[config.mk]
export PLATFORM = sky130hd
export DESIGN_NAME = rc5_round_ctrl
export DESIGN_NICKNAME = d
export VERILOG_FILES = /design/src/rtl/rc5_round_ctrl.sv
export SDC_FILE = /design/constraint.sdc
export NUM_CORES = 1
export LEC_CHECK = 0
export CORE_MARGIN = 5
export CORE_UTILIZATION = 40
export CTS_CLUSTER_SIZE = 28
export DETAILED_ROUTE_END_ITERATION = 16
export PLACE_DENSITY = 0.64
export REMOVE_ABC_BUFFERS = 1
export SYNTH_ARGS = -nofsm -noshare
export SYNTH_HDL_FRONTEND = slang
export SYNTH_SLANG_ARGS = --single-unit
[constraint.sdc]
create_clock -name clk -period 4.5 [get_ports clk]
set_input_delay 0.9 -clock clk [delete_from_list [all_inputs] [get_ports clk]]
set_output_delay 0.9 -clock clk [all_outputs]
set_load 0.05 [all_outputs]
[src/rtl/rc5_round_ctrl.sv]
// rc5_round_ctrl: sequences RC5-16/12/16 key expansion and encrypt/decrypt rounds for the datapath
module rc5_round_ctrl #(
  parameter int ROUNDS    = 12,
  parameter int KEY_WORDS = 8
) (
  input  logic       clk,
  input  logic       rst,
  input  logic       key_load,
  input  logic       encrypt,
  input  logic       decrypt,
  output logic       ready,
  output logic       busy,
  output logic       key_valid,
  output logic       done,
  output logic       illegal_req,
  output logic       ks_init,
  output logic       ks_mix,
  output logic [4:0] s_addr,
  output logic [2:0] l_addr,
  output logic       pre_whiten,
  output logic       post_whiten,
  output logic       rnd_en,
  output logic       rnd_dir,
  output logic [3:0] rnd_idx
);
  localparam int T  = 2 * ROUNDS + 2;
  localparam int M  = 3 * (T > KEY_WORDS ? T : KEY_WORDS);
  localparam int CW = $clog2(M);
  localparam logic [2:0] IDLE     = 3'd0;
  localparam logic [2:0] KS_INIT  = 3'd1;
  localparam logic [2:0] KS_MIX   = 3'd2;
  localparam logic [2:0] ENC_PRE  = 3'd3;
  localparam logic [2:0] ENC_RND  = 3'd4;
  localparam logic [2:0] DEC_RND  = 3'd5;
  localparam logic [2:0] DEC_POST = 3'd6;
  localparam logic [2:0] DONE     = 3'd7;
  logic [2:0]    state;
  logic [CW-1:0] k;
  logic [4:0]    s_ctr;
  logic [2:0]    l_ctr;
  logic [3:0]    rnd;
  logic          kv;
  logic          ill;
  // counters are kept at zero outside their states, so outputs need no extra gating
  always_ff @(posedge clk) begin
    if (rst) begin
      state <= IDLE;
      k     <= '0;
      s_ctr <= '0;
      l_ctr <= '0;
      rnd   <= '0;
      kv    <= 1'b0;
      ill   <= 1'b0;
    end else begin
      ill <= 1'b0;
      case (state)
        IDLE:
          if (key_load) begin
            state <= KS_INIT;
            kv    <= 1'b0;
          end else if ((encrypt | decrypt) & ((encrypt & decrypt) | ~kv)) ill <= 1'b1;
          else if (encrypt) state <= ENC_PRE;
          else if (decrypt) begin
            state <= DEC_RND;
            rnd   <= 4'(ROUNDS);
          end
        KS_INIT:
          if (s_ctr == 5'(T - 1)) begin
            state <= KS_MIX;
            s_ctr <= '0;
          end else s_ctr <= s_ctr + 5'd1;
        KS_MIX: begin
          s_ctr <= (s_ctr == 5'(T - 1)) ? '0 : s_ctr + 5'd1;
          l_ctr <= (l_ctr == 3'(KEY_WORDS - 1)) ? '0 : l_ctr + 3'd1;
          k     <= k + 1'b1;
          if (k == CW'(M - 1)) begin
            state <= IDLE;
            kv    <= 1'b1;
            k     <= '0;
            s_ctr <= '0;
            l_ctr <= '0;
          end
        end
        ENC_PRE: begin
          state <= ENC_RND;
          rnd   <= 4'd1;
        end
        ENC_RND:
          if (rnd == 4'(ROUNDS)) begin
            state <= DONE;
            rnd   <= '0;
          end else rnd <= rnd + 4'd1;
        DEC_RND:
          if (rnd == 4'd1) begin
            state <= DEC_POST;
            rnd   <= '0;
          end else rnd <= rnd - 4'd1;
        DEC_POST: state <= DONE;
        default:  state <= IDLE;
      endcase
    end
  end
  assign ready       = state == IDLE;
  assign busy        = ~ready;
  assign key_valid   = kv;
  assign done        = state == DONE;
  assign illegal_req = ill;
  assign ks_init     = state == KS_INIT;
  assign ks_mix      = state == KS_MIX;
  assign s_addr      = (ks_init | ks_mix) ? s_ctr : {rnd, 1'b0};
  assign l_addr      = l_ctr;
  assign pre_whiten  = state == ENC_PRE;
  assign post_whiten = state == DEC_POST;
  assign rnd_en      = (state == ENC_RND) | (state == DEC_RND);
  assign rnd_dir     = state == DEC_RND;
  assign rnd_idx     = rnd;
endmodule

Word level (Yosys, flattened, before mapping)
Cells that the tools add are included.
{"block": "totals", "regBits": 24, "word_cells": 78}
{"block": "classes", "n_addsub": 5, "eq_ne": 23, "n_mux": 27, "bitwise_logic": 8, "n_reduce_logical": 8}
{"op": "$mux 3", "n": 10}
{"op": "$mux 4", "n": 6}
{"op": "$pmux 3 s7", "n": 1}
{"op": "$pmux 4 s4", "n": 1}
{"op": "$eq 3x3->1 const B", "n": 5}
{"op": "$mux 5", "n": 3}
{"op": "$ne 2x2->1 const B", "n": 6}
{"op": "$pmux 5 s2", "n": 1}
{"op": "$add 7x1->7 const B", "n": 1}
{"op": "$eq 7x7->1 const B", "n": 1}
{"op": "$mux 7", "n": 1}
{"op": "$eq 3x2->1 const B", "n": 2}
{"op": "$ne 2x1->1 const B", "n": 3}
{"op": "$reduce_and 6->1", "n": 1}
{"op": "$add 5x1->5 const B", "n": 1}
{"op": "$eq 5x5->1 const B", "n": 1}
{"op": "$reduce_and 5->1", "n": 1}
{"op": "$add 4x1->4 const B", "n": 1}
{"op": "$eq 4x1->1 const B", "n": 1}
{"op": "$eq 4x4->1 const B", "n": 1}
{"op": "$ne 4x4->1 const B", "n": 1}
{"op": "$or 1x1->1", "n": 4}
{"op": "$reduce_bool 2->1", "n": 2}
{"op": "$reduce_bool 4->1", "n": 1}
{"op": "11 further kinds", "n": 15}

Logic depth before layout (Yosys ltp)
Gate-level depths: netlist of the first run.
{"block": "depth", "ltp_word": 6, "ltp_mapped": 6, "depth_no_buf": 6}

Worst setup path after synthesis of the first run
OpenSTA, ideal clock, no wires.
{"block": "synth_path", "path_kind": "flip-flop to output port", "startpoint": "register state[1]", "endpoint": "output s_addr[1]", "arrival_time_ns": 1.757, "required_time_ns": 3.600, "setup_slack_ns": 1.843, "stages_incl_launch_ff": 6, "cell_sequence": "dfxtp_1 buf_4 xnor2_1 nor2_1 buf_2 o21ai_1"}
{"block": "synth_via", "elab_chain_cells": 3}
{"element": "from (decl)", "line_no": "37", "source": "logic [2:0] state;"}
{"element": "from (signal assigned)", "line_no": "47", "source": "state <= IDLE;"}
{"element": "from (signal assigned)", "line_no": "59", "source": "state <= KS_INIT;"}
{"element": "from (signal assigned)", "line_no": "62", "source": "else if (encrypt) state <= ENC_PRE;"}
{"element": "$eq 3x1->1 / $eq 3x2->1 (equally long branches)", "line_no": "108, 109"}
{"element": "$or 1x1->1 *", "line_no": "110", "source": "assign s_addr = (ks_init | ks_mix) ? s_ctr : {rnd, 1'b0};"}
{"element": "$mux 5 *", "line_no": "110"}
{"element": "to (decl)", "line_no": "18", "source": "output logic [4:0] s_addr,"}
Every way passes the cells marked *; elsewhere a longest branch is shown, timed or not.

Worst setup path in the final report of the first run
{"block": "layout_path", "startpoint": "register state[0]", "endpoint": "output s_addr[2]"}
Same word-level chain as after synthesis.

==> results of run 1 <==
synth_stat cells (2+ instances only):
master | number | share of area
clkbuf_1 | 3 | 0.0074
and3_1 | 2 | 0.0082
nor2_1 | 21 | 0.052
and2_1 | 5 | 0.020
nand2_1 | 14 | 0.034
buf_4 | 2 | 0.0098
a211oi_1 | 4 | 0.020
o21ai_1 | 4 | 0.013
nor4b_1 | 2 | 0.011
o21ai_0 | 2 | 0.0066
buf_6 | 2 | 0.015
a21oi_1 | 10 | 0.033
nor3b_1 | 3 | 0.015
o22ai_1 | 2 | 0.0082
nor3_2 | 2 | 0.013
nand3b_1 | 2 | 0.0098
inv_2 | 3 | 0.0074
ha_1 | 9 | 0.074
xor2_1 | 4 | 0.023
or3b_4 | 2 | 0.015
xnor2_1 | 8 | 0.046
a211oi_2 | 2 | 0.016
o22a_1 | 2 | 0.011
nand3_1 | 6 | 0.020
dfxtp_1 | 24 | 0.31
or3_1 | 2 | 0.0082
buf_2 | 2 | 0.0066
inv_1 | 9 | 0.022
nor3_1 | 8 | 0.026
worst paths after layout:
check                                from         to  slack (ps)  cells after the start
worst max register to register   state[0]   s_ctr[1]        2470                      5
worst min-delay path            l_addr[2]  l_addr[2]         480                      2
worst max-delay path             state[0]  s_addr[2]         690                      5
worst min register to register  l_addr[2]  l_addr[2]         480                      2
worst reg2reg max path: stages, from the launching register on:
cell	delay [ps]
dfxtp_1	720
or3b_4	330
inv_2	120
a41o_1	280
or2_4	310
a211oi_2	200
registers in the layout (all words and copies together), names as in the netlist:
name	cells
illegal_req	1
state	3
k	7
l_addr	3
s_ctr	5
rnd_idx	4
key_valid	1
where the power goes:
| part | switching (µW) | internal, µW | leakage [µW] | total (µW) |
|---|---|---|---|---|
| Combinational | 430 | 231 | 0.000442 | 661 |
| Sequential | 81.3 | 252 | 0.000195 | 333 |
| Clock | 76.3 | 119 | 0.0000357 | 195 |
stage by stage:
| stage | power [µW] | cell area (µm²) |
|---|---|---|
| after CTS | 1200 | 1870 |
| after global routing | 1270 | 1870 |
| after floorplan | 800 | 1470 |
| after global placement | 988 | 1800 |
| after detailed placement | 998 | 1800 |
| final | 1190 | 1870 |
final cells by class:
class / instances / share of cell area
multi-input cells: 140 / 0.504
flip-flops and latches: 24 / 0.257
repair buffers: 27 / 0.144
well taps: 48 / 0.0321
inverters: 12 / 0.0241
clock buffers: 3 / 0.0221
clock inverters: 1 / 0.0161
routing by layer:
metal,routed length (µm),up-vias,part of all wire,global-route usage
li1,-,702,-,-
met1,1740,650,0.47,0.197
met2,1790,31,0.48,0.262
met3,122,5,0.033,0.0224
met4,44,0,0.012,0.0605
met5,0,-,0,0
cells by family (layout without fill, tap and decap cells):
group / after synthesis / count (layout) / share of synthesized area
simple gates: 81 / 81 / 0.291
buf+inv: 21 / 43 / 0.0680
compound gates: 38 / 38 / 0.184
flops: 24 / 24 / 0.314
xor+xnor: 12 / 12 / 0.0688
fa+ha+maj: 9 / 9 / 0.0737
==> results.json, run 1 <==
{
  "drtAntennaViolNets": 0,
  "peakVddDrop_mv": 0.342,
  "antenna_found_initial": 0,
  "cts_resized": 0,
  "clock_skew_ps": 4.76,
  "worstMarginPinSlew_ps": 717,
  "grt_max_degree": 19,
  "hold_ws_ps": 478,
  "cp-end-kind": "primary output",
  "dp.cells": 251,
  "cpLargestDelayFamily": "buffers and inverters",
  "num_io_pins": 28,
  "routabilityCongestion": 0.819,
  "syn-instance-count": 185,
  "cts-root-buf": "clkbuf_8",
  "die_h_um": 71.8,
  "cts_htree_levels": 1,
  "die_w_um": 71.8,
  "syn-mean-instance-area_um2": 8.26,
  "vias_per_cell": 5.44,
  "dpl.hpwl_mm": 2.65,
  "worst_slack_ps": 685,
  "status": "complete, no violations",
  "fmax_mhz": 262,
  "vias": 1388,
  "area_growth_pct": 22.4,
  "ys_types": 53,
  "start_util": 0.414,
  "final_nets": 222,
  "syn_area_mm2": 0.00153,
  "finish.utilization": 0.507,
  "fin_setup_tns_ps": 0,
  "period_needed_ps": 3810,
  "async_flop_share": 0,
  "n_antenna_cell": 0,
  "grt_usage": 0.155,
  "cts_hold_buf": 0,
  "grt_pass1_vias": 1386,
  "synth-edff-count": 0,
  "leakage_uw": 0.000673,
  "slowest_delay_ps": 830,
  "critPathRequiredTime_ps": 3600,
  "grt_pass1_wl_mm": 6.47,
  "rsz0062_at_grt": "false",
  "mostFrequentLayoutCell": "clkdlybuf4s50_1",
  "wl_mm": 3.70,
  "die_area_mm2": 0.00516,
  "drtIter0Drc": 73,
  "clockBufferDepth": 2,
  "cts_tree": "yes",
  "post_cts_buffers": 0,
  "final_cell_mix": "clkdlybuf4s50_1, dfxtp_1, nor2_1",
  "final_cell_count_no_fill": 255,
  "cp_slowest_cell": "clkdlybuf4s50_1",
  "cp_cell_sequence": "xnor2_1 -> nor2_1 -> nand2_1 -> o21ai_1 -> clkdlybuf4s50_1",
  "cp-start-kind": "flip-flop",
  "core_mm2": 0.00369,
  "clk_pin_slew_ps": 90,
  "cp.arrival_ps": 2910,
  "register_area_um2": 480,
  "drive_gt1_frac": 0.0821,
  "hold_viol_final": 0,
  "fillers": 364,
  "crit_fanout": 18,
  "drc": 0,
  "worst_hold_path_type": "reg2reg",
  "critical_path_class": "reg2out",
  "clk_latency_ps": 270,
  "grt-ovfl-total": 0,
  "num_rows": 22,
  "place_ws_ps": 1000,
  "port_buffers": 27,
  "cellPowerDensity_mw_per_mm2": 636,
  "synth_seq_cells": 24,
  "cts_made_buffers": 3,
  "relSlewSlack": 0.520,
  "drv_slew": 0,
  "clock-sinks": 24,
  "dr.pass1.iters": 4,
  "finalSetupViolCount": 0,
  "synth_warnings": 0,
  "ys_seq_area_frac": 0.314,
  "maxCapViolations": 0,
  "multi_input_area_um2": 943,
  "routedWlPerCell_um": 14.5,
  "min_period_over_period": 0.848,
  "synth_flop_cell": "dfxtp_1",
  "cp_num_buf_inv": 1
}
Power figures use the tool's default switching activity.
==> run 2: changes to the inputs <==
==> constraint.sdc (replaced) <==
create_clock -name clk -period 3.7 [get_ports clk]
set_input_delay 0.74 -clock clk [delete_from_list [all_inputs] [get_ports clk]]
set_output_delay 0.74 -clock clk [all_outputs]
set_load 0.05 [all_outputs]
==> results.json, run 2 (synthesis gave the netlist of run 1 again) <==
{
  "status": "complete, no violations",
  "leakage_uw": 0.000683,
  "rrSetupSlack_ps": 1680,
  "drv_slew": 0,
  "placed_cell_area_mm2": 0.00181,
  "critPathRequiredTime_ps": 2960,
  "cp-start-kind": "flip-flop",
  "fmax_mhz": 304,
  "start_util": 0.414,
  "area_growth_pct": 23.4,
  "cp.depth": 6,
  "dpl.hpwl_mm": 2.60,
  "top_register": "k",
  "core_mm2": 0.00369,
  "cp-endpoint": "s_addr[4]",
  "post_cts_buffers": 0,
  "hold_viol_final": 0,
  "cellPowerDensity_mw_per_mm2": 771,
  "mostFrequentLayoutCell": "clkdlybuf4s50_1",
  "vias_per_cell": 5.56,
  "grt-ovfl-total": 0,
  "cp_cell_sequence": "xnor2_1 -> nor2_1 -> buf_4 -> nand2_1 -> o21ai_1 -> clkdlybuf4s50_1",
  "worstMarginPinSlew_ps": 607,
  "cp.arrival_ps": 2550,
  "finalSetupViolCount": 0,
  "routedWlPerCell_um": 13.8,
  "period_needed_ps": 3290,
  "clockBufferDepth": 2,
  "die_h_um": 71.8,
  "vias": 1428,
  "grt_max_degree": 19,
  "clk_pin_slew_ps": 100,
  "rsz0062_at_grt": "false",
  "antenna_found_initial": 0,
  "fillers": 363,
  "dr.pass1.iters": 4,
  "relSlewSlack": 0.595,
  "place_ws_ps": 765,
  "stdcell_area_mm2": 0.00189,
  "final_nets": 224,
  "peakVddDrop_mv": 0.377,
  "min_period_over_period": 0.888,
  "num_rows": 22,
  "cp-startpoint": "state[0]",
  "cts_hold_buf": 0,
  "critical_path_class": "reg2out",
  "drtIter0Drc": 79,
  "drtAntennaViolNets": 0,
  "timing.rr.end": "s_ctr[1]",
  "worst_hold_path_type": "reg2reg",
  "grt_usage": 0.145,
  "grt_pass1_vias": 1379,
  "num_io_pins": 28,
  "timing.rr.start": "state[0]",
  "crit_fanout": 18,
  "clock-sinks": 24,
  "routabilityCongestion": 0.822,
  "die_w_um": 71.8,
  "r2r_cells": 5,
  "n_antenna_cell": 0,
  "cts-root-buf": "clkbuf_8",
  "port_buffers": 27,
  "grt.met2_usage": 0.260,
  "worst_slack_ps": 414,
  "grt_busiest_layer": "met2",
  "slowest_delay_ps": 820,
  "cts_htree_levels": 1,
  "drive_gt1_frac": 0.0909,
  "cts_made_buffers": 3,
  "clk_latency_ps": 270,
  "grt_pass1_wl_mm": 6.19,
  "final_cell_mix": "clkdlybuf4s50_1, dfxtp_1, nor2_1",
  "fin_setup_tns_ps": 0,
  "cpLargestDelayFamily": "buffers and inverters",
  "largest_register_ff_count": 7,
  "cts_tree": "yes",
  "drc": 0,
  "clock_skew_ps": 6.47,
  "use_met3": 0.0309,
  "maxCapViolations": 0,
  "cp-end-kind": "primary output",
  "die_area_mm2": 0.00516,
  "cp_slowest_cell": "clkdlybuf4s50_1",
  "wl_mm": 3.54,
  "cts_resized": 0,
  "cp_num_buf_inv": 2,
  "grt.met1_usage": 0.173
}
run 2: area by class of cell:
class / count / area (µm²) / area share
Clock buffer: 3 / 41.3 / 0.0219
Sequential cell: 24 / 480 / 0.255
Clock inverter: 1 / 30.0 / 0.0159
Tap cell: 48 / 60.1 / 0.0319
Multi-Input combinational cell: 140 / 943 / 0.500
Inverter: 12 / 45.0 / 0.0239
Timing Repair Buffer: 29 / 285 / 0.151
run 2: routing by layer:
metal | wire, µm | up-vias | share of wire
li1 | - | 709 | -
met5 | 0 | - | 0
met3 | 207 | 4 | 0.058
met4 | 33 | 0 | 0.0093
met2 | 1730 | 53 | 0.49
met1 | 1570 | 662 | 0.44
run 2: tightest hold or removal path, cell delays in order (launching register included):
cell and delay, ps:
dfxtp_1 330, nand2_1 60, a21oi_1 50
run 2: power breakdown:
group	internal, µW	switching (µW)	total [µW]
Clock	145	93.0	238
Sequential	306	101	407
Combinational	292	517	810
run 2: per-stage QoR:
step | cells | utilization | hold slack (ps) | total power (µW)
floorplan | 176 | - | 446 | 973
global placement | 253 | 0.492 | 456 | 1210
detailed placement | 253 | 0.492 | 467 | 1220
CTS | 257 | 0.511 | 480 | 1460
global route | 257 | 0.511 | 498 | 1550
finish | 257 | 0.511 | 476 | 1450
run 2: worst min path at each step:
stage	cells after the start	start	endpoint	slack [ps]
2_1_floorplan	1	k[3]	k[3]	450
3_3_place_gp	2	l_addr[1]	l_addr[1]	460
3_5_place_dp	2	l_addr[2]	l_addr[2]	470
4_1_cts	2	l_addr[2]	l_addr[2]	480
5_1_grt	2	l_addr[2]	l_addr[2]	500
6_report	2	l_addr[2]	l_addr[2]	480
==> run 3: changes to the inputs <==
--- a/config.mk
+++ b/config.mk
@@ -5,11 +5,14 @@
 export SDC_FILE = /design/constraint.sdc
 export NUM_CORES = 1
 export LEC_CHECK = 0
+export CELL_PAD_IN_SITES_DETAIL_PLACEMENT = 0
+export CELL_PAD_IN_SITES_GLOBAL_PLACEMENT = 1
 export CORE_MARGIN = 5
-export CORE_UTILIZATION = 40
+export CORE_UTILIZATION = 38
 export CTS_CLUSTER_SIZE = 28
 export DETAILED_ROUTE_END_ITERATION = 16
-export PLACE_DENSITY = 0.64
+export HOLD_SLACK_MARGIN = 0.08
+export PLACE_DENSITY = 0.78
 export REMOVE_ABC_BUFFERS = 1
 export SYNTH_ARGS = -nofsm -noshare
 export SYNTH_HDL_FRONTEND = slang
==> constraint.sdc (replaced) <==
create_clock -name clk -period 3.7 [get_ports clk]
set_input_delay 0.555 -clock clk [delete_from_list [all_inputs] [get_ports clk]]
set_output_delay 0.555 -clock clk [all_outputs]
set_load 0.05 [all_outputs]
==> results.json, run 3 (synthesis gave the netlist of run 1 again) <==
{
  "routedWlPerCell_um": 13.9,
  "cp_cell_sequence": "xnor2_1 -> nor2_1 -> buf_4 -> nand2_1 -> o21ai_1 -> clkdlybuf4s50_1",
  "fmax_mhz": 326,
  "core_mm2": 0.00394,
  "relSlewSlack": 0.609,
  "leakage_uw": 0.000669,
  "cts_resized": 0,
  "cts_tree": "yes",
  "routabilityCongestion": 0.830,
  "drtIter0Drc": 39,
  "cp_slowest_cell": "clkdlybuf4s50_1",
  "hold_viol_final": 0,
  "cp-start-kind": "flip-flop",
  "status": "complete, no violations",
  "worst_hold_path_type": "reg2reg",
  "clockBufferDepth": 2,
  "area_growth_pct": 21.6,
  "start_util": 0.387,
  "min_period_over_period": 0.830,
  "cts_made_buffers": 3,
  "crit_fanout": 18,
  "post_cts_buffers": 0,
  "mostFrequentLayoutCell": "clkdlybuf4s50_1",
  "peakVddDrop_mv": 0.419,
  "dr.pass1.iters": 4,
  "grt_pass1_vias": 1440,
  "cellPowerDensity_mw_per_mm2": 739,
  "dpl.hpwl_mm": 2.67,
  "port_buffers": 27,
  "grt_max_degree": 19,
  "clock_skew_ps": 5.03,
  "grt_pass1_wl_mm": 6.35,
  "top_register": "k",
  "rsz0062_at_grt": "false",
  "cp_num_buf_inv": 2,
  "vias": 1370,
  "finalSetupViolCount": 0,
  "maxCapViolations": 0,
  "num_io_pins": 28,
  "die_h_um": 73.4,
  "wl_mm": 3.58,
  "clock-sinks": 24,
  "fin_setup_tns_ps": 0,
  "cpLargestDelayFamily": "buffers and inverters",
  "cts-root-buf": "clkbuf_8",
  "n_antenna_cell": 0,
  "critPathRequiredTime_ps": 3140,
  "antenna_found_initial": 0,
  "largest_register_ff_count": 7,
  "drc": 0,
  "grt_usage": 0.147,
  "vias_per_cell": 5.31,
  "hold_ws_ps": 474,
  "final_nets": 224,
  "cp-end-kind": "primary output",
  "grt-ovfl-total": 0,
  "cts_hold_buf": 0,
  "dp.cells": 255,
  "cp.arrival_ps": 2520,
  "cts_htree_levels": 1,
  "die_w_um": 73.4,
  "die_area_mm2": 0.00539,
  "final_cell_count_no_fill": 258,
  "slowest_delay_ps": 820,
  "num_rows": 23,
  "critical_path_class": "reg2out",
  "drtAntennaViolNets": 0,
  "final_cell_mix": "clkdlybuf4s50_1, dfxtp_1, nor2_1",
  "period_needed_ps": 3070,
  "worstMarginPinSlew_ps": 586,
  "drv_slew": 0,
  "clk_latency_ps": 260,
  "clk_pin_slew_ps": 80,
  "drive_gt1_frac": 0.0865
}
-- run 3: cell count changes in the layout (fill, tap and decap cells not counted) --
cell and change:
bufinv_16 -1
-- run 3: stage by stage --
stage	power, µW	worst slack [ps]	instance area, µm²	utilization
after floorplan	973	1260	1470	-
final	1370	630	1860	0.471
after global routing	1480	400	1860	0.471
after CTS	1390	610	1860	0.471
after global placement	1220	971	1820	0.461
after detailed placement	1230	927	1820	0.461
-- run 3: area by class of cell --
| cell class | count | area, µm² |
|---|---|---|
| Sequential cell | 24 | 480 |
| Tap cell | 50 | 62.6 |
| Clock buffer | 3 | 41.3 |
| Multi-Input combinational cell | 140 | 943 |
| Timing Repair Buffer | 29 | 285 |
| Inverter | 12 | 45.0 |
| Fill cell | 368 | 2080 |
-- run 3: path summary, 6_finish.rpt --
kind              startpoint  cells after the start        end  slack (ps)
hold / removal     l_addr[1]                      2  l_addr[1]         470
setup / recovery    state[0]                      6  s_addr[3]         630
hold reg to reg    l_addr[1]                      2  l_addr[1]         470
setup reg to reg    state[0]                      5   s_ctr[1]        1730
-- run 3: metal layers --
| metal | global-route usage | routed length, µm |
|---|---|---|
| met1 | 0.179 | 1630 |
| met2 | 0.259 | 1810 |
| met3 | 0.0260 | 123 |
| met4 | 0.0523 | 20 |
| met5 | 0 | 0 |
-- run 3: report_power, final --
| group | total [µW] | internal [µW] | switching (µW) |
|---|---|---|---|
| combinational | 814 | 292 | 522 |
| clock | 151 | 72.7 | 78.0 |
| sequential | 409 | 306 | 103 |
-- run 3: worst min-delay path: cells and delay by family, from the launching register on --
family,cells,cell delay [ps]
flip-flops,1,330
AO/OA/AOI/OAI,1,50
AND/OR/NAND/NOR,1,60
==> RTL edit 1: new RTL, flow settings as in run 2 <==
The parameter `ROUNDS` goes from 12 to 18.
--- a/src/rtl/rc5_round_ctrl.sv
+++ b/src/rtl/rc5_round_ctrl.sv
@@ -1,6 +1,6 @@
 // rc5_round_ctrl: sequences RC5-16/12/16 key expansion and encrypt/decrypt rounds for the datapath
 module rc5_round_ctrl #(
-  parameter int ROUNDS    = 12,
+  parameter int ROUNDS    = 18,
   parameter int KEY_WORDS = 8
 ) (
   input  logic       clk,
Function: changed (Yosys sat finds a counterexample within 10 cycles, from zero or initial values and one cycle with rst high).
==> RTL edit 1 against run 2 <==
- worst setup slack worse by 0.18 ns
- critical endpoint unchanged
- sequential cell count unchanged
- hold slack better by 0.0019 ns
- total power down 9.2%
- design area down 3.5%
- core utilization down 1.1 points
- clock skew down 0.00075 ns
- sequential share of layout area up 0.93 points
- highest routed layer unchanged
- wire length down 4.9%
- non-clock buffer count down 2
- die area down 2.1%
- area after synthesis down 2.4%
==> RTL edit 1: results (changes against run 2) <==
- The flow ran to the end, and the final reports show no timing, DRC or antenna violations.
- The fraction of the mapped netlist area in adder cells is 0.0906 (+0.0169).
- The via count of the first global-routing pass is 1,256 (-8.9%).
- The instance count after placement with tap cells included came to 243 (-4.0%).
- The start point of the worst min-delay path is l_addr[1].
- The global routing usage summed across all routing layers was 0.136 (-0.00950).
- The met1 usage is 0.175 (+0.00126).
- The number of nets at the end of the flow is 215 (-4.0%).
- The worst register-to-register path begins at state[1].
- The highest ir drop seen on vdd came to 0.000248 V (-34%).
- The count of filler cells inserted in the layout is 364 (+0.28%).
- The largest net degree at the start of global routing is 22 (+3).
- The post-route standard cell area excluding fillers is 1820 sq um (-3.5%).
- The worst endpoint data arrival time is 2.73 ns (+0.18 ns).
- The length of routed met2 wiring is 1620 um (-6.3%).
- The static leakage is 0.671 nW (-1.8%).
- The length of routed wiring on met1 is 1550 um (-1.1%).
- The routed length on met3 was 148 um (-29%).
- The routability-driven placement congestion ratio came to 0.812 (-1.1%).
- The timing-limited maximum frequency is 288 MHz (-5.3%).
- The final standard cell count with taps included and fillers excluded came to 246 (-4.3%).
- The post-synthesis compound-gate area fraction is 0.172 (-0.0123).
- The worst stage delay on the critical path is 0.70 ns (-0.12 ns).
- Sorting the synthesized cells by area gives the leading types as sky130_fd_sc_hd__dfxtp_1 (32%), sky130_fd_sc_hd__ha_1 (8.4%), sky130_fd_sc_hd__xnor2_1 (4.7%).
- The first-pass GRT wire length is 5640 um (-8.8%).
- The internal reg-to-reg setup slack is 1.62 ns (-0.06 ns).
- By count the netlist is led by sky130_fd_sc_hd__dfxtp_1 (24), sky130_fd_sc_hd__nor2_1 (17), sky130_fd_sc_hd__nand2_1 (14), sky130_fd_sc_hd__a21oi_1 (11), sky130_fd_sc_hd__inv_1 (11).
- The sequential element share of the synthesized area is 0.322 (+0.00765).
- The switching power summed over all nets is 0.667 mW (-6.2%).
- The xor and xnor area share after synthesis is 0.0705 (+0.00167).
- The share of final-layout standard cells stronger than drive strength 1 was 0.0657 (-0.0253).
- The slew of the pin with the lowest slew margin is 0.694 ns (+0.0872 ns).
- The violation count after the first detailed-route iteration came to 58 (-27%).
- The mean number of vias per cell came to 5.40 (-2.8%).
- The pre-CTS setup slack came to 0.536 ns (-0.230 ns).
- The number of cells produced by synthesis is 176 (-4.9%).
- The met3 track demand over resource is 0.0241 (-0.00671).
- The instance area after placement is 1780 sq um (-2.0%).
- The worst hold path terminates at l_addr[1].
- The average routed wire per standard cell is 13.7 um (-0.69%).
- The number of library cell types mapped by synthesis is 49 (-7.5%).
- The post-route clock skew is 0.00572 ns (-0.000749 ns).
[RTL edit 1: cell types whose count changed in the layout (fill, tap and decap cells not counted), sizes merged, moves of 3 or more]
cell	run 2	this run
nor3	10	3
or2	3	0
nor2b	0	3
o31ai	0	3
nor2	22	18
a211oi	6	2
[RTL edit 1: power by group through the flow]
stage               Combinational (mW)  Clock (mW)  Sequential [mW]
floorplan                        0.494           0            0.450
global placement                 0.750           0            0.406
detailed placement               0.758           0            0.414
global route                     0.812       0.170            0.424
finish                           0.755       0.155            0.410
CTS                              0.761       0.162            0.408
[RTL edit 1: worst min-delay path, cell delays in order, from the launching register on]
cell	delay (ns)
sky130_fd_sc_hd__dfxtp_1	0.33
sky130_fd_sc_hd__nand2_1	0.06
sky130_fd_sc_hd__a21oi_1	0.05
[RTL edit 1: final cells by class]
class / count / area share
clock buffer: 3 / 0.0227
inverter: 12 / 0.0248
multi-input combinational: 132 / 0.507
sequential: 24 / 0.264
tap: 48 / 0.0330
timing repair buffer: 27 / 0.149
==> RTL edit 2: new RTL, settings of run 2 <==
Made on the original files. Compare `s_ctr` against `5'(T - 1)` with >= in place of ==.
--- a/src/rtl/rc5_round_ctrl.sv
+++ b/src/rtl/rc5_round_ctrl.sv
@@ -65,7 +65,7 @@
             rnd   <= 4'(ROUNDS);
           end
         KS_INIT:
-          if (s_ctr == 5'(T - 1)) begin
+          if (s_ctr >= 5'(T - 1)) begin
             state <= KS_MIX;
             s_ctr <= '0;
           end else s_ctr <= s_ctr + 5'd1;
Formal check against the unedited RTL: no difference found for any inputs over 10 cycles, from zero or initial values and one cycle with rst high; that may be too few to reach the edited logic, so the function may still have changed.
==> RTL edit 2 against run 2 <==
- design area shrank 1.3%
- clock skew grew 0.0031 ns
- wire length shrank 1.7%
- sequential share of layout area grew 0.34 points
- sequential power grew 3%
- area after synthesis grew 1.5%
- global-route usage shrank 0.38 points
- core utilization shrank 1.1 points
- combinational power shrank 2.7%
- final cell count grew 0.78%
- sequential cell count is the same
- register-to-register slack gained 0.05 ns
- total power shrank 6.2%
- worst setup slack gained 0.063 ns
- critical path type unchanged
- largest cell class unchanged
==> RTL edit 2: results (changes against run 2) <==
- The worst endpoint data arrival time came to 2.48 ns (-0.07 ns).
- The clock buffer count from CTS is 3 (unchanged).
- The register name with the most flops is k.
- The maximum fanout along the worst path came to 17 (-1).
- The highest ir drop seen on vdd was 0.000384 V (+1.9%).
- The slew of the pin with the lowest slew margin is 0.864 ns (+0.257 ns).
- The mean number of vias per cell came to 5.37 (-3.3%).
- Sorting the synthesized cells by how often they occur yields sky130_fd_sc_hd__dfxtp_1 (24), sky130_fd_sc_hd__nor2_1 (24), sky130_fd_sc_hd__a21oi_1 (17), sky130_fd_sc_hd__nand2_1 (16).
- The internal reg-to-reg setup slack is 1.73 ns (+0.05 ns).
- The number of buffers inserted by post-CTS setup repair was 0 (unchanged).
- The initial antenna violation count is 0 (unchanged).
- The async set-reset flop share out of synthesis is 0 (unchanged).
- The run finished with clean final reports.
- The path depth of the worst reg2reg path came to 5 (unchanged).
- The first-pass GRT wire length is 5960 um (-3.7%).
- The number of nets at the end of the flow was 227 (+1.3%).
- The global routing usage summed across all routing layers is 0.141 (-0.00379).
- The deepest level of the CTS H-tree was 1 (unchanged).
- The sequential element share of the synthesized area is 0.310 (-0.00457).
- The placed wire-length estimate is 2540 um (-2.3%).
- The final antenna-violating net count is 0 (unchanged).
- The number of inserted diodes came to 0 (unchanged).
- The largest net degree at the start of global routing was 25 (+6).
- Ranked by total cell area, the synthesized netlist is headed by sky130_fd_sc_hd__dfxtp_1 (31%), sky130_fd_sc_hd__ha_1 (7.3%), sky130_fd_sc_hd__nor2_1 (5.8%).
- The share of final-layout standard cells stronger than drive strength 1 is 0.0806 (-0.0103).
- The post-route clock skew is 0.00961 ns (+0.00313 ns).
- The number of library cell types mapped by synthesis was 53 (unchanged).
- The routability-driven placement congestion ratio was 0.824 (+0.24%).
- The class of the most critical hold timing path is register to register.
- In this run the critical register-to-register path is captured at k[5].
- Among all flip-flop cells after synthesis, the most frequent one is sky130_fd_sc_hd__dfxtp_1.
- The length of the first detailed-routing pass in iterations is 4 (unchanged).
- The insertion delay to the later sink of the worst-skew pair was 0.27 ns (about the same).
- The via count of the first global-routing pass was 1,276 (-7.5%).
- The static leakage is 0.699 nW (+2.3%).
- The number of flip-flops in the largest register is 7 (unchanged).
- The sort of element at the end of the critical path is a primary output.
- The routed wire length came to 3480 um (-1.7%).
- The termination of the worst setup path is s_addr[4].
- The start point of the worst min-delay path is l_addr[2].
- The count of port buffers added during placement was 27 (unchanged).
- The reg-to-reg critical path startpoint is state[1].
- The violation count after the first detailed-route iteration came to 135 (+71%).
RTL edit 2: cell count changes after synthesis, moves of 4 or more:
cell	change
sky130_fd_sc_hd__o21ai_0	+6
sky130_fd_sc_hd__xnor2_1	-7
sky130_fd_sc_hd__a21oi_1	+7
sky130_fd_sc_hd__and2_1	-4
sky130_fd_sc_hd__o21ai_1	-4
RTL edit 2: report_power, final:
| part | leakage, nW | total, mW | internal, mW | switching (mW) |
|---|---|---|---|---|
| clock network | 0.0216 | 0.159 | 0.0729 | 0.0858 |
| registers | 0.195 | 0.418 | 0.305 | 0.113 |
| logic | 0.483 | 0.788 | 0.294 | 0.494 |
| total | 0.699 | 1.36 | 0.672 | 0.692 |
RTL edit 2: how the worst min path moves through the flow:
stage / to / slack [ns]
2_1_floorplan: k[6] / 0.43
3_5_place_dp: k[6] / 0.48
6_report: l_addr[2] / 0.49
3_3_place_gp: k[6] / 0.46
4_1_cts: l_addr[2] / 0.49
5_1_grt: l_addr[2] / 0.51
RTL edit 2: per-layer routing:
metal	wire length [um]	global-route usage	share of wire	vias to the layer above
li1	-	-	-	719
met1	1630	0.191	0.47	637
met2	1590	0.222	0.46	32
met3	197	0.0235	0.057	4
met4	57	0.0585	0.016	0
met5	0	0	0	-
RTL edit 2: final cells by class:
class / instances / area [sq um]
multi-input combinational: 146 / 958
tap: 48 / 60.1
fill: 374 / 1860
timing repair buffer: 28 / 278
sequential: 24 / 480
inverter: 10 / 42.5
clock buffer: 3 / 41.3
RTL edit 2: worst max-delay path, cell delays in order (launching register included):
cell	delay, ns
sky130_fd_sc_hd__dfxtp_1	0.70
sky130_fd_sc_hd__xnor2_1	0.14
sky130_fd_sc_hd__nor2_1	0.12
sky130_fd_sc_hd__buf_4	0.20
sky130_fd_sc_hd__mux2_2	0.35
sky130_fd_sc_hd__clkdlybuf4s50_1	0.70
RTL edit 2: cell families (layout without fill, tap and decap cells):
kind of cell | count (synthesis) | count (layout) | synth area share
fa+ha+maj | 9 | 9 | 0.0726
buf+inv | 21 | 41 | 0.0718
xor+xnor | 7 | 7 | 0.0395
mux | 3 | 3 | 0.0210
compound gates | 41 | 41 | 0.176
flops | 24 | 24 | 0.310
simple gates | 86 | 86 | 0.309
RTL edit 2: stage by stage:
| step | hold WS (ns) | cell area [sq um] | instances | setup slack, ns |
|---|---|---|---|---|
| finish | 0.487 | 1860 | 259 | 0.478 |
| global route | 0.512 | 1860 | 259 | 0.311 |
| global placement | 0.465 | 1820 | 256 | 0.837 |
| floorplan | 0.435 | 1480 | 180 | 0.880 |
| CTS | 0.490 | 1860 | 259 | 0.472 |
| detailed placement | 0.476 | 1820 | 256 | 0.781 |
